==> config.mk <==
export PLATFORM = sky130hd
export DESIGN_NAME = pattern_tx
export DESIGN_NICKNAME = d
export VERILOG_FILES = /design/src/rtl/pattern_tx_pkg.sv /design/src/rtl/pattern_tx_match.sv /design/src/rtl/pattern_tx.sv
export SDC_FILE = /design/constraint.sdc
export NUM_CORES = 1
export LEC_CHECK = 0
export BUFFER_PORTS_ARGS = -buffer_cell sky130_fd_sc_hd__buf_2
export CAP_MARGIN = 5
export CORE_MARGIN = 3
export CORE_UTILIZATION = 51
export CTS_CLUSTER_SIZE = 25
export DETAILED_ROUTE_END_ITERATION = 7
export PLACE_DENSITY = 0.82
export RECOVER_POWER = 100
export SYNTH_ARGS = -nofsm -noshare
export SYNTH_HDL_FRONTEND = slang
export SYNTH_SLANG_ARGS = --single-unit
==> constraint.sdc <==
create_clock -name clk -period 1.66 [get_ports clk]
set_input_delay 0 -clock clk [delete_from_list [all_inputs] [get_ports clk]]
set_output_delay 0 -clock clk [all_outputs]
set_load 0.1 [all_outputs]
==> src/rtl/pattern_tx_pkg.sv <==
// Shared types and default sizing for the pattern transmitter.
package pattern_tx_pkg;

  localparam int PAT_W_DEF = 4;
  localparam int CNT_W_DEF = 8;
  localparam int GAP_W_DEF = 4;

  typedef enum logic [1:0] {
    IDLE = 2'd0,
    SEND = 2'd1,
    GAP  = 2'd2,
    FIN  = 2'd3
  } state_t;

endpackage

==> src/rtl/pattern_tx_match.sv <==
// Counts overlapping occurrences of the job pattern in the transmitted bit stream.
module pattern_tx_match #(
  parameter int PAT_W = 4,
  parameter int CNT_W = 8
) (
  input  logic             clk,
  input  logic             rst_n,
  input  logic             clr,
  input  logic [PAT_W-1:0] pat,
  input  logic             x,
  input  logic             x_vld,
  output logic [CNT_W-1:0] cnt
);

  localparam int FILL_W = $clog2(PAT_W + 1);

  logic [PAT_W-1:0]  win;
  logic [PAT_W-1:0]  nxt;
  logic [FILL_W-1:0] fill;
  logic              full;
  logic              hit;

  assign nxt  = PAT_W'({win, x});
  // window is only comparable once it holds PAT_W real stream bits
  assign full = (fill >= FILL_W'(PAT_W - 1));
  assign hit  = x_vld && full && (nxt == pat);

  always_ff @(posedge clk or negedge rst_n) begin
    if (!rst_n) begin
      win  <= '0;
      fill <= '0;
      cnt  <= '0;
    end else if (clr) begin
      win  <= '0;
      fill <= '0;
      cnt  <= '0;
    end else if (x_vld) begin
      win <= nxt;
      if (fill != FILL_W'(PAT_W)) fill <= fill + FILL_W'(1);
      if (hit && (cnt != '1)) cnt <= cnt + CNT_W'(1);
    end
  end

endmodule

==> src/rtl/pattern_tx.sv <==
// Serial pattern transmitter: sends pat MSB-first reps times with gap zero bits between.
// Optional match counter output exp_cnt is built when PATTERN_TX_EXP_CNT_EN is defined.
module pattern_tx
  import pattern_tx_pkg::*;
#(
  parameter int PAT_W = PAT_W_DEF,
  parameter int CNT_W = CNT_W_DEF,
  parameter int GAP_W = GAP_W_DEF
) (
  input  logic             clk,
  input  logic             rst_n,
  input  logic             start,
  input  logic [PAT_W-1:0] pat,
  input  logic [CNT_W-1:0] reps,
  input  logic [GAP_W-1:0] gap,
  output logic             ready,
  output logic             x,
  output logic             x_vld,
  output logic             done
`ifdef PATTERN_TX_EXP_CNT_EN
  ,output logic [CNT_W-1:0] exp_cnt
`endif
);

  localparam int IDX_W = (PAT_W > 1) ? $clog2(PAT_W) : 1;
  localparam logic [IDX_W-1:0] PAT_MSB = IDX_W'(PAT_W - 1);

  state_t           state, state_n;
  logic [PAT_W-1:0] pat_r, pat_n;
  logic [CNT_W-1:0] rem, rem_n;
  logic [GAP_W-1:0] gap_r, gap_n;
  logic [GAP_W-1:0] gcnt, gcnt_n;
  logic [IDX_W-1:0] idx, idx_n;
  logic             x_n, vld_n, done_n;

  assign ready = (state == IDLE);

  // outputs are computed for the next state so x/x_vld/done line up with state
  always_comb begin
    state_n = state;
    pat_n   = pat_r;
    rem_n   = rem;
    gap_n   = gap_r;
    gcnt_n  = gcnt;
    idx_n   = idx;
    x_n     = 1'b0;
    vld_n   = 1'b0;
    done_n  = 1'b0;
    case (state)
      IDLE: begin
        if (start) begin
          pat_n = pat;
          rem_n = reps;
          gap_n = gap;
          if (reps == '0) begin
            state_n = FIN;
            done_n  = 1'b1;
          end else begin
            state_n = SEND;
            idx_n   = PAT_MSB;
            x_n     = pat[PAT_W-1];
            vld_n   = 1'b1;
          end
        end
      end
      SEND: begin
        if (idx != '0) begin
          idx_n = idx - IDX_W'(1);
          x_n   = pat_r[idx_n];
          vld_n = 1'b1;
        end else if (rem > CNT_W'(1)) begin
          rem_n = rem - CNT_W'(1);
          vld_n = 1'b1;
          if (gap_r != '0) begin
            state_n = GAP;
            gcnt_n  = gap_r - GAP_W'(1);
          end else begin
            idx_n = PAT_MSB;
            x_n   = pat_r[PAT_W-1];
          end
        end else begin
          state_n = FIN;
          rem_n   = '0;
          done_n  = 1'b1;
        end
      end
      GAP: begin
        vld_n = 1'b1;
        if (gcnt != '0) begin
          gcnt_n = gcnt - GAP_W'(1);
        end else begin
          state_n = SEND;
          idx_n   = PAT_MSB;
          x_n     = pat_r[PAT_W-1];
        end
      end
      FIN:     state_n = IDLE;
      default: state_n = IDLE;
    endcase
  end

  always_ff @(posedge clk or negedge rst_n) begin
    if (!rst_n) begin
      state <= IDLE;
      pat_r <= '0;
      rem   <= '0;
      gap_r <= '0;
      gcnt  <= '0;
      idx   <= '0;
      x     <= 1'b0;
      x_vld <= 1'b0;
      done  <= 1'b0;
    end else begin
      state <= state_n;
      pat_r <= pat_n;
      rem   <= rem_n;
      gap_r <= gap_n;
      gcnt  <= gcnt_n;
      idx   <= idx_n;
      x     <= x_n;
      x_vld <= vld_n;
      done  <= done_n;
    end
  end

`ifdef PATTERN_TX_EXP_CNT_EN
  pattern_tx_match #(
    .PAT_W (PAT_W),
    .CNT_W (CNT_W)
  ) u_match (
    .clk   (clk),
    .rst_n (rst_n),
    .clr   (start && ready),
    .pat   (pat_r),
    .x     (x),
    .x_vld (x_vld),
    .cnt   (exp_cnt)
  );
`endif

endmodule

==> results of run 1 <==
-- flip-flops by register name, summed over array words and instances (netlist names) --
register and flops:
done 1, rem 8, pat_r 4, gcnt 4, x 1, idx 2, x_vld 1, state 2
gap_r 4
-- per-stage QoR --
stage                     power (mW)  instances
final                          4.829        275
after global routing           5.115        275
after CTS                      4.403        268
after detailed placement       3.857        245
after global placement         3.734        245
after floorplan                3.144        167
-- worst reg2reg max path, cell delays in order (launching register included) --
cell	delay, ns
dfrtp_1	0.47
nor3_2	0.24
buf_4	0.18
a31oi_4	0.13
buf_6	0.17
a21o_1	0.17
a311oi_2	0.28
-- worst paths after layout --
check	depth (start not counted)	to	slack [ns]
worst max-delay path	6	gcnt[2]	-0.06
worst min-delay path	3	rem[7]	-0.0008
worst max register to register	6	gcnt[2]	-0.06
worst min register to register	1	pat_r[1]	0.53
max in group asynchronous	2	rem[7]	1.01
min in group asynchronous	2	gcnt[1]	0.20
-- area by class of cell --
type	count	area, sq um
clock inverters	1	5.005
fillers	196	594.3
flip-flops and latches	27	678.2
clock buffers	3	22.52
repair buffers	69	500.5
multi-input cells	126	1021
inverters	7	26.28
well taps	42	52.55
-- logic make-up (layout without fill, tap and decap cells) --
kind of cell / after synthesis / after routing
simple gates: 58 / 58
flops: 27 / 27
fa+ha+maj: 4 / 4
mux: 13 / 13
buf+inv: 14 / 80
compound gates: 51 / 51
-- where the power goes --
part | internal (mW) | switching, mW | total (mW)
clock | 0.0909 | 0.212 | 0.303
sequential | 0.977 | 0.333 | 1.31
combinational | 1.53 | 1.69 | 3.22
total | 2.59 | 2.23 | 4.83
-- cell usage in the layout (no fill, tap or decap), types with 3 or more instances in the layout --
cell type,n
buf_4,33
dfrtp_1,25
buf_2,18
o21ai_0,14
dlygate4sd3_1,12
nor2_1,11
nand2_1,9
mux2_4,9
a21oi_1,6
o21ai_1,6
inv_1,5
nor3_1,5
nand3_1,4
clkbuf_2,4
nor2b_1,3
nor4_1,3
a21o_1,3
a22o_1,3
clkbuf_4,3
-- per-layer routing --
| metal | track usage (%) | vias up | wire length [um] |
|---|---|---|---|
| met2 | 39.81 | 132 | 2228 |
| met3 | 3.957 | 26 | 479 |
| met4 | 12.67 | 0 | 279 |
| met1 | 32.83 | 791 | 1923 |
| met5 | 0 | - | 0 |
| li1 | - | 758 | - |
-- what timing repair did --
action,in CTS,in global routing
buffers inserted,7,7
gates cloned,0,0
setup endpoints to repair,4,14
resized for setup,8,15
endpoints found under the hold margin,39,0
hold buffers,12,0
pin swaps,5,5
==> flow_summary.ini, run 1 <==
[outcome]
run_status = finished with violations
violations = hold timing, setup timing

[logic_synthesis]
synth_edf_count = 0
netlist_top_cells_count = 27 x dfrtp_1, 17 x o21ai_0, 13 x nor2_1
synth-async-reset-ratio_pct = 100.0
synthXorXnorAreaFrac_pct = 0
synth.largest_area_cell = dfrtp_1
syn-num-nets = 190
synth_top_area_share_pct = 41.60
synthTopCellsByArea = dfrtp_1 42%, mux2_2 5.5%, o21ai_0 5.2%, ha_1 3.1%, nor2_1 3.0%
yosysWarnings = 0
synth-compound-area-share_pct = 22.03
ys_seq_area_share_pct = 41.60
ys.flop_type = dfrtp_1
synth.area.mux_share_pct = 9.476
netlist_area_sq_um = 1624
yosys.area_share.simple_pct = 19.88
syn_inst = 167
synth_top_family_by_area = compound AO/OA/AOI/OAI gates
ys_types = 52
yosysMostFrequentCell = dfrtp_1
synth_fa_ha_area_share_pct = 3.082
avgSynthCellArea_sq_um = 9.725
ys_seq_elements = 27

[sta]
hold_viol_final = 1
timing.fmax_mhz = 582.1
clock_skew_ns = 0.004281
fin_hold_ws_ns = -0.0007658
setup_viol = 4
worstMarginPinSlew_ns = 0.6386
period_share_pct = 103.5
layout_setup_ws_ns = -0.05800
period_needed_ns = 1.718
fin_tns_setup_ns = -0.1483
rsz0062_at_grt = true
drv_slew = 0
max_slew_margin_pct = 57.42

[cells_and_area]
antenna_cells = 0
drive_gt1_share_pct = 42.49
post-route-util_pct = 79.51
final_cell_area_sq_um = 2306
fin_nets = 257
area_delta_synth_final_pct = 41.99

[drt]
vias = 1707
wirelength_mm = 4.911
drt_iter0_markers = 114
wl_per_cell_um = 17.86
viasPerCell = 6.207
drc_errors = 0
drt-pass1-iter-count = 5
drtAntennaViolNets = 0

[die]
fp.dieH_um = 62.43
coreArea_sq_um = 2900
fp.dieW_um = 62.43
die-area_sq_um = 3898
ioPinCount = 23
start_util_pct = 56.00
rows = 19

[place]
port_buffers = 22
place_ws_ns = -0.05219
dpl.hpwl_mm = 3.205
placed_area_sq_um = 1963
gp_congestion = 0.9492

[cts]
clkSinkCount = 27
cts_tree = built
cts-buffers-inserted = 3
h-tree-depth = 1
clk_pin_slew_ns = 0.15
clockRootBuffer = clkbuf_4
max-clock-path-buffers = 2
clkLatencyLatePin_ns = 0.34

[grt]
grt_pass1_wl_mm = 7.645
overflow = 0
grt.total_usage_pct = 24.98
grt_max_degree = 28
grt_pass1_vias = 1577
antenna_found_initial = 0

[critical_path]
crit_arrival_ns = 1.96
crit_path_top_delay_cell = dfrtp_1
crit_buf_inv = 2
cp_top_family = compound AO/OA/AOI/OAI gates
crit_start = rem[4]
cp_cell_sequence = nor3_2 > buf_4 > a31oi_4 > buf_6 > a21o_1 > a311oi_2
path_class = reg -> reg
timing.rr.start = rem[4]
path_max_fanout = 4
start_kind = flip-flop
crit_required_ns = 1.91
endpoint_kind = flip-flop
slowest_delay_ns = 0.47

[hold_path]
min-delay-start = reps[7]
hp-class = in -> reg

[power_and_ir_drop]
power_density_nw_per_um2 = 2094
p_leak_nw = 1.049
ir_worst_vdd_mv = 1.116

[job]
maxCapViolations = 0
Power figures use the tool's default switching activity.
==> run 2, diff against run 1 <==
--- a/config.mk
+++ b/config.mk
@@ -8,10 +8,10 @@
 export BUFFER_PORTS_ARGS = -buffer_cell sky130_fd_sc_hd__buf_2
 export CAP_MARGIN = 5
 export CORE_MARGIN = 3
-export CORE_UTILIZATION = 51
+export CORE_UTILIZATION = 56
 export CTS_CLUSTER_SIZE = 25
 export DETAILED_ROUTE_END_ITERATION = 7
-export PLACE_DENSITY = 0.82
+export PLACE_DENSITY = 0.85
 export RECOVER_POWER = 100
 export SYNTH_ARGS = -nofsm -noshare
 export SYNTH_HDL_FRONTEND = slang
==> constraint.sdc (replaced) <==
create_clock -name clk -period 1.6 [get_ports clk]
set_input_delay 0 -clock clk [delete_from_list [all_inputs] [get_ports clk]]
set_output_delay 0 -clock clk [all_outputs]
set_load 0.1 [all_outputs]
==> run 2 against run 1 <==
  * The run ends with DRC, setup timing left
  * First-iteration DRC count rose by 120%
  * Total power grew 10%
  * Hold slack better by 0.017 ns
  * Sequential power increased by 5%
  * Critical path depth grew 1
  * Non-clock buffer count decreased by 1
  * Combinational power rose by 13%
  * Critical endpoint is now idx[1]
  * Largest power group unchanged
==> flow_summary.ini, run 2 (same netlist as run 1, synthesis figures left out) <==
[critical_path]
r2r-end = idx[1]
crit_path_end = idx[1]
crit_start = rem[0]
crit_path_top_delay_cell = dfrtp_1
cp_cell_sequence = inv_2 > ha_4 > or2_4 > buf_6 > a31oi_4 > o211ai_1 > a21boi_2
slowest_delay_ns = 0.45
crit_required_ns = 1.85
timing.rr.start = rem[0]
path_max_fanout = 4
cp_top_family = compound AO/OA/AOI/OAI gates
endpoint_kind = flip-flop
critical_path_depth = 7
crit_arrival_ns = 2.03
ff2ff_setup_slack_ns = -0.18
reg2regPathDepth = 7
path_class = reg -> reg
crit_buf_inv = 2
start_kind = flip-flop

[drt]
drt-pass1-iter-count = 8
vias = 1843
drtAntennaViolNets = 0
wl_per_cell_um = 23.19
drc_errors = 2
drt_iter0_markers = 254
wirelength_mm = 6.077
viasPerCell = 7.034

[cells_and_area]
multi_input_area_sq_um = 1067
fillers = 102
fin_nets = 256
layout_common_cells = 31 x buf_4, 24 x dfrtp_1, 18 x buf_2
final_cells = 262
antenna_cells = 0
final_common_cell = buf_4
regMostFlops = rem
seq_area_sq_um = 679.4
final_cell_area_sq_um = 2332
area_delta_synth_final_pct = 43.61
drive_gt1_share_pct = 44.40
largest_reg_flops = 8

[die]
start_util_pct = 62.16
fp.dieH_um = 59.85
coreArea_sq_um = 2613
ioPinCount = 23
rows = 18
fp.dieW_um = 59.85
die-area_sq_um = 3582

[power_and_ir_drop]
finalPower_mw = 5.331
p_clk_share_pct = 6.0
p_leak_nw = 1.047
power_density_nw_per_um2 = 2286
ir_worst_vdd_mv = 1.919
power.share.sequential_pct = 25.8
switchingPower_mw = 2.582
combPwrFrac_pct = 68.2
p_sw_share_pct = 48.43
intPower_mw = 2.749

[job]
maxCapViolations = 0

[grt]
grtUsageMet1_pct = 35.53
use_met2_pct = 50.00
grt.total_usage_pct = 29.25
busiest_layer = met2
antenna_found_initial = 0
grt_util_met3_pct = 7.343
grt_pass1_vias = 1689
overflow = 0
grt_pass1_wl_mm = 7.900
grt_max_degree = 28

[cts]
clkLatencyLatePin_ns = 0.35
clk_pin_slew_ns = 0.16
max-clock-path-buffers = 2
h-tree-depth = 1
clockRootBuffer = clkbuf_4
clkSinkCount = 27
cts_tree = built
cts-buffers-inserted = 3

[sta]
clock_skew_ns = 0.005367
worstMarginPinSlew_ns = 0.7028
period_needed_ns = 1.784
layout_setup_ws_ns = -0.1835
drv_slew = 0
hold_viol_final = 0
period_share_pct = 111.5
setup_viol = 14
timing.fmax_mhz = 560.7
max_slew_margin_pct = 53.15
fin_tns_setup_ns = -1.137
rsz0062_at_grt = true

[outcome]
run_status = finished with violations
violations = DRC, setup timing

[place]
dpl.hpwl_mm = 3.258
gp_congestion = 0.9019
port_buffers = 22
placed_area_sq_um = 1991
dp.cells = 238

[hold_path]
hp-class = in -> reg
-- run 2: through the flow --
step	util (%)	hold slack (ns)	setup WS [ns]
after floorplan	-	-0.2956	-0.2577
after global placement	76.20	0.03285	0.02160
after detailed placement	76.20	0.04023	-0.08334
after CTS	83.33	0.0002740	-0.04972
after global routing	89.27	0.06436	-0.2017
final	89.27	0.01597	-0.1835
-- run 2: area by class of cell --
type	instances	share of cell area [%]
multi-input combinational	126	45.76
sequential	27	29.13
clock buffer	3	0.9657
inverter	7	1.127
timing repair buffer	68	21.19
tap	30	1.609
clock inverter	1	0.2146
-- run 2: worst min path at each step --
stage	from	end	slack, ns	cells after the start
3_5_place_dp	rst_n	gcnt[2]	0.04	1
3_3_place_gp	rst_n	gcnt[2]	0.03	1
5_1_grt	reps[3]	rem[3]	0.06	4
2_1_floorplan	rst_n	done	-0.30	0
6_report	reps[5]	rem[5]	0.02	4
4_1_cts	reps[0]	rem[0]	0.0003	3
-- run 2: metal layers --
metal  vias up  routed length [um]
li1        749                   -
met1       854                2202
met2       185                2788
met3        55                 770
met4         0                 316
met5         -                   0
-- run 2: repair_timing --
| action | in CTS | in global routing |
|---|---|---|
| cloned | 0 | 0 |
| endpoints found under the hold margin | 39 | 2 |
| pin swaps | 4 | 4 |
| endpoints found under the setup margin | 12 | 18 |
| buffers inserted | 2 | 4 |
| hold buffers | 12 | 2 |
| gates resized for setup | 11 | 25 |
-- run 2: tightest hold or removal path, cell delays in order --
cell	delay [ns]
buf_2	0.09
nand2_1	0.05
o21ai_1	0.07
a22o_1	0.13
-- run 2: power groups by stage --
stage / combinational (mW) / sequential, mW / clock (mW)
after global placement: 2.70 / 1.28 / 0
after detailed placement: 2.82 / 1.31 / 0
after floorplan: 1.82 / 1.45 / 0
final: 3.64 / 1.38 / 0.320
after global routing: 3.80 / 1.39 / 0.340
after CTS: 2.96 / 1.30 / 0.307
==> run 3, diff against run 2 <==
--- a/config.mk
+++ b/config.mk
@@ -8,10 +8,10 @@
 export BUFFER_PORTS_ARGS = -buffer_cell sky130_fd_sc_hd__buf_2
 export CAP_MARGIN = 5
 export CORE_MARGIN = 3
-export CORE_UTILIZATION = 56
+export CORE_UTILIZATION = 60
 export CTS_CLUSTER_SIZE = 25
 export DETAILED_ROUTE_END_ITERATION = 7
-export PLACE_DENSITY = 0.85
+export PLACE_DENSITY = 0.9
 export RECOVER_POWER = 100
 export SYNTH_ARGS = -nofsm -noshare
 export SYNTH_HDL_FRONTEND = slang
==> constraint.sdc (replaced) <==
create_clock -name clk -period 2.11 [get_ports clk]
set_input_delay 0 -clock clk [delete_from_list [all_inputs] [get_ports clk]]
set_output_delay 0 -clock clk [all_outputs]
set_load 0.1 [all_outputs]
==> run 3 against run 2 <==
  * Hold slack got worse by 0.014 ns
  * Sequential share of layout area rose by 6.7 points
  * Setup slack improved by 0.30 ns
  * Non-clock buffer count fell by 30
  * Via count fell by 19%
  * Largest cell class unchanged
  * Largest power group unchanged
  * The run now ends clean
  * Count of clock-buffer cells in the layout did not move
  * Core utilization fell by 14 points
==> flow_summary.ini, run 3 (same netlist as run 1, synthesis figures left out) <==
[cells_and_area]
post-route-util_pct = 74.85
fin_nets = 226
layout_common_cells = 26 x dfrtp_1, 18 x o21ai_0, 17 x buf_2
largest_reg_flops = 8
final_common_cell = dfrtp_1
seq_area_sq_um = 676.9
final_cell_area_sq_um = 1888
multi_input_area_sq_um = 868.3
regMostFlops = rem
fillers = 184
final_cells = 232
area_delta_synth_final_pct = 16.26
drive_gt1_share_pct = 21.29
antenna_cells = 0

[critical_path]
timing.rr.start = rem[1]
path_class = reg -> reg
start_kind = flip-flop
crit_required_ns = 2.36
endpoint_kind = flip-flop
reg2regPathDepth = 6
crit_arrival_ns = 2.24
crit_start = rem[1]
crit_path_end = rem[6]
path_max_fanout = 5
ff2ff_setup_slack_ns = 0.12
r2r-end = rem[6]

[cts]
clockRootBuffer = clkbuf_4
max-clock-path-buffers = 2
h-tree-depth = 1
cts-buffers-inserted = 3
clk_pin_slew_ns = 0.16
cts_tree = built
clkSinkCount = 27
clkLatencyLatePin_ns = 0.34

[die]
die-area_sq_um = 3367
ioPinCount = 23
rows = 18
fp.dieW_um = 58.03
coreArea_sq_um = 2522
start_util_pct = 64.38
fp.dieH_um = 58.03

[power_and_ir_drop]
ir_worst_vdd_mv = 1.133
power_density_nw_per_um2 = 1555
p_leak_nw = 0.8353

[grt]
overflow = 0
grt_max_degree = 28
grt_pass1_vias = 1424
antenna_found_initial = 0
grt_pass1_wl_mm = 6.589
grt.total_usage_pct = 25.45

[sta]
fin_hold_ws_ns = 0.002235
max_slew_margin_pct = 4.679
fin_tns_setup_ns = 0
rsz0062_at_grt = false
hold_viol_final = 0
clock_skew_ns = 0.008101
timing.fmax_mhz = 502.8
drv_slew = 0
period_share_pct = 94.27
period_needed_ns = 1.989
worstMarginPinSlew_ns = 1.430
setup_viol = 0

[job]
maxCapViolations = 0

[drt]
drt-pass1-iter-count = 5
drtAntennaViolNets = 0
drt_iter0_markers = 99
vias = 1499
drc_errors = 0
viasPerCell = 6.461
wirelength_mm = 3.975
wl_per_cell_um = 17.13

[place]
dp.cells = 217
port_buffers = 22
gp_congestion = 0.9613
placed_area_sq_um = 1779
dpl.hpwl_mm = 2.813

[outcome]
run_status = complete, no violations

[hold_path]
min-delay-start = reps[3]
hold_depth = 4
hp-class = in -> reg
## run 3: metal layers
metal  track usage (%)  vias up  part of all wire [%]
met2             40.32       85                    49
met3             4.900        8                   8.0
met1             35.76      713                    42
met5                 0        -                     0
li1                  -      693                     -
met4             7.285        0                   1.3
## run 3: worst max-delay path, cell delays in order (launching register included)
cell	delay, ns
dfrtp_1	0.45
inv_1	0.11
ha_1	0.24
nor4b_1	0.61
nor2b_1	0.20
o21ai_0	0.08
a21o_1	0.21
## run 3: how the worst min path moves through the flow
stage	to
after global routing	rem[0]
after global placement	gcnt[3]
final	rem[3]
after CTS	rem[0]
after floorplan	done
after detailed placement	gcnt[3]
## run 3: cell type report
class                   instances  area share [%]
multi-input cells             126           45.99
flip-flops and latches         27           35.85
repair buffers                 38           13.12
well taps                      30           1.988
inverters                       7           1.392
clock buffers                   3           1.193
clock inverters                 1          0.4639
## run 3: per-stage QoR
stage,worst slack (ns),total power [mW]
after floorplan,0.2092,2.321
after global placement,0.3283,2.599
after detailed placement,0.1935,2.694
after CTS,0.1663,2.959
after global routing,0.02436,3.152
final,0.1210,2.936
## run 3: report_power, final
| part | leakage, nW | switching [mW] | total, mW | internal [mW] |
|---|---|---|---|---|
| Combinational | 0.493 | 0.983 | 1.63 | 0.651 |
| Sequential | 0.324 | 0.289 | 1.06 | 0.767 |
| Clock | 0.0183 | 0.169 | 0.247 | 0.0778 |
| Total | 0.835 | 1.44 | 2.94 | 1.50 |
## run 3: what timing repair did
item	in CTS	in global routing
setup buffers	0	0
endpoints found under the hold margin	38	0
endpoints found under the setup margin	0	2
hold buffers	11	0
gates resized for setup	0	2
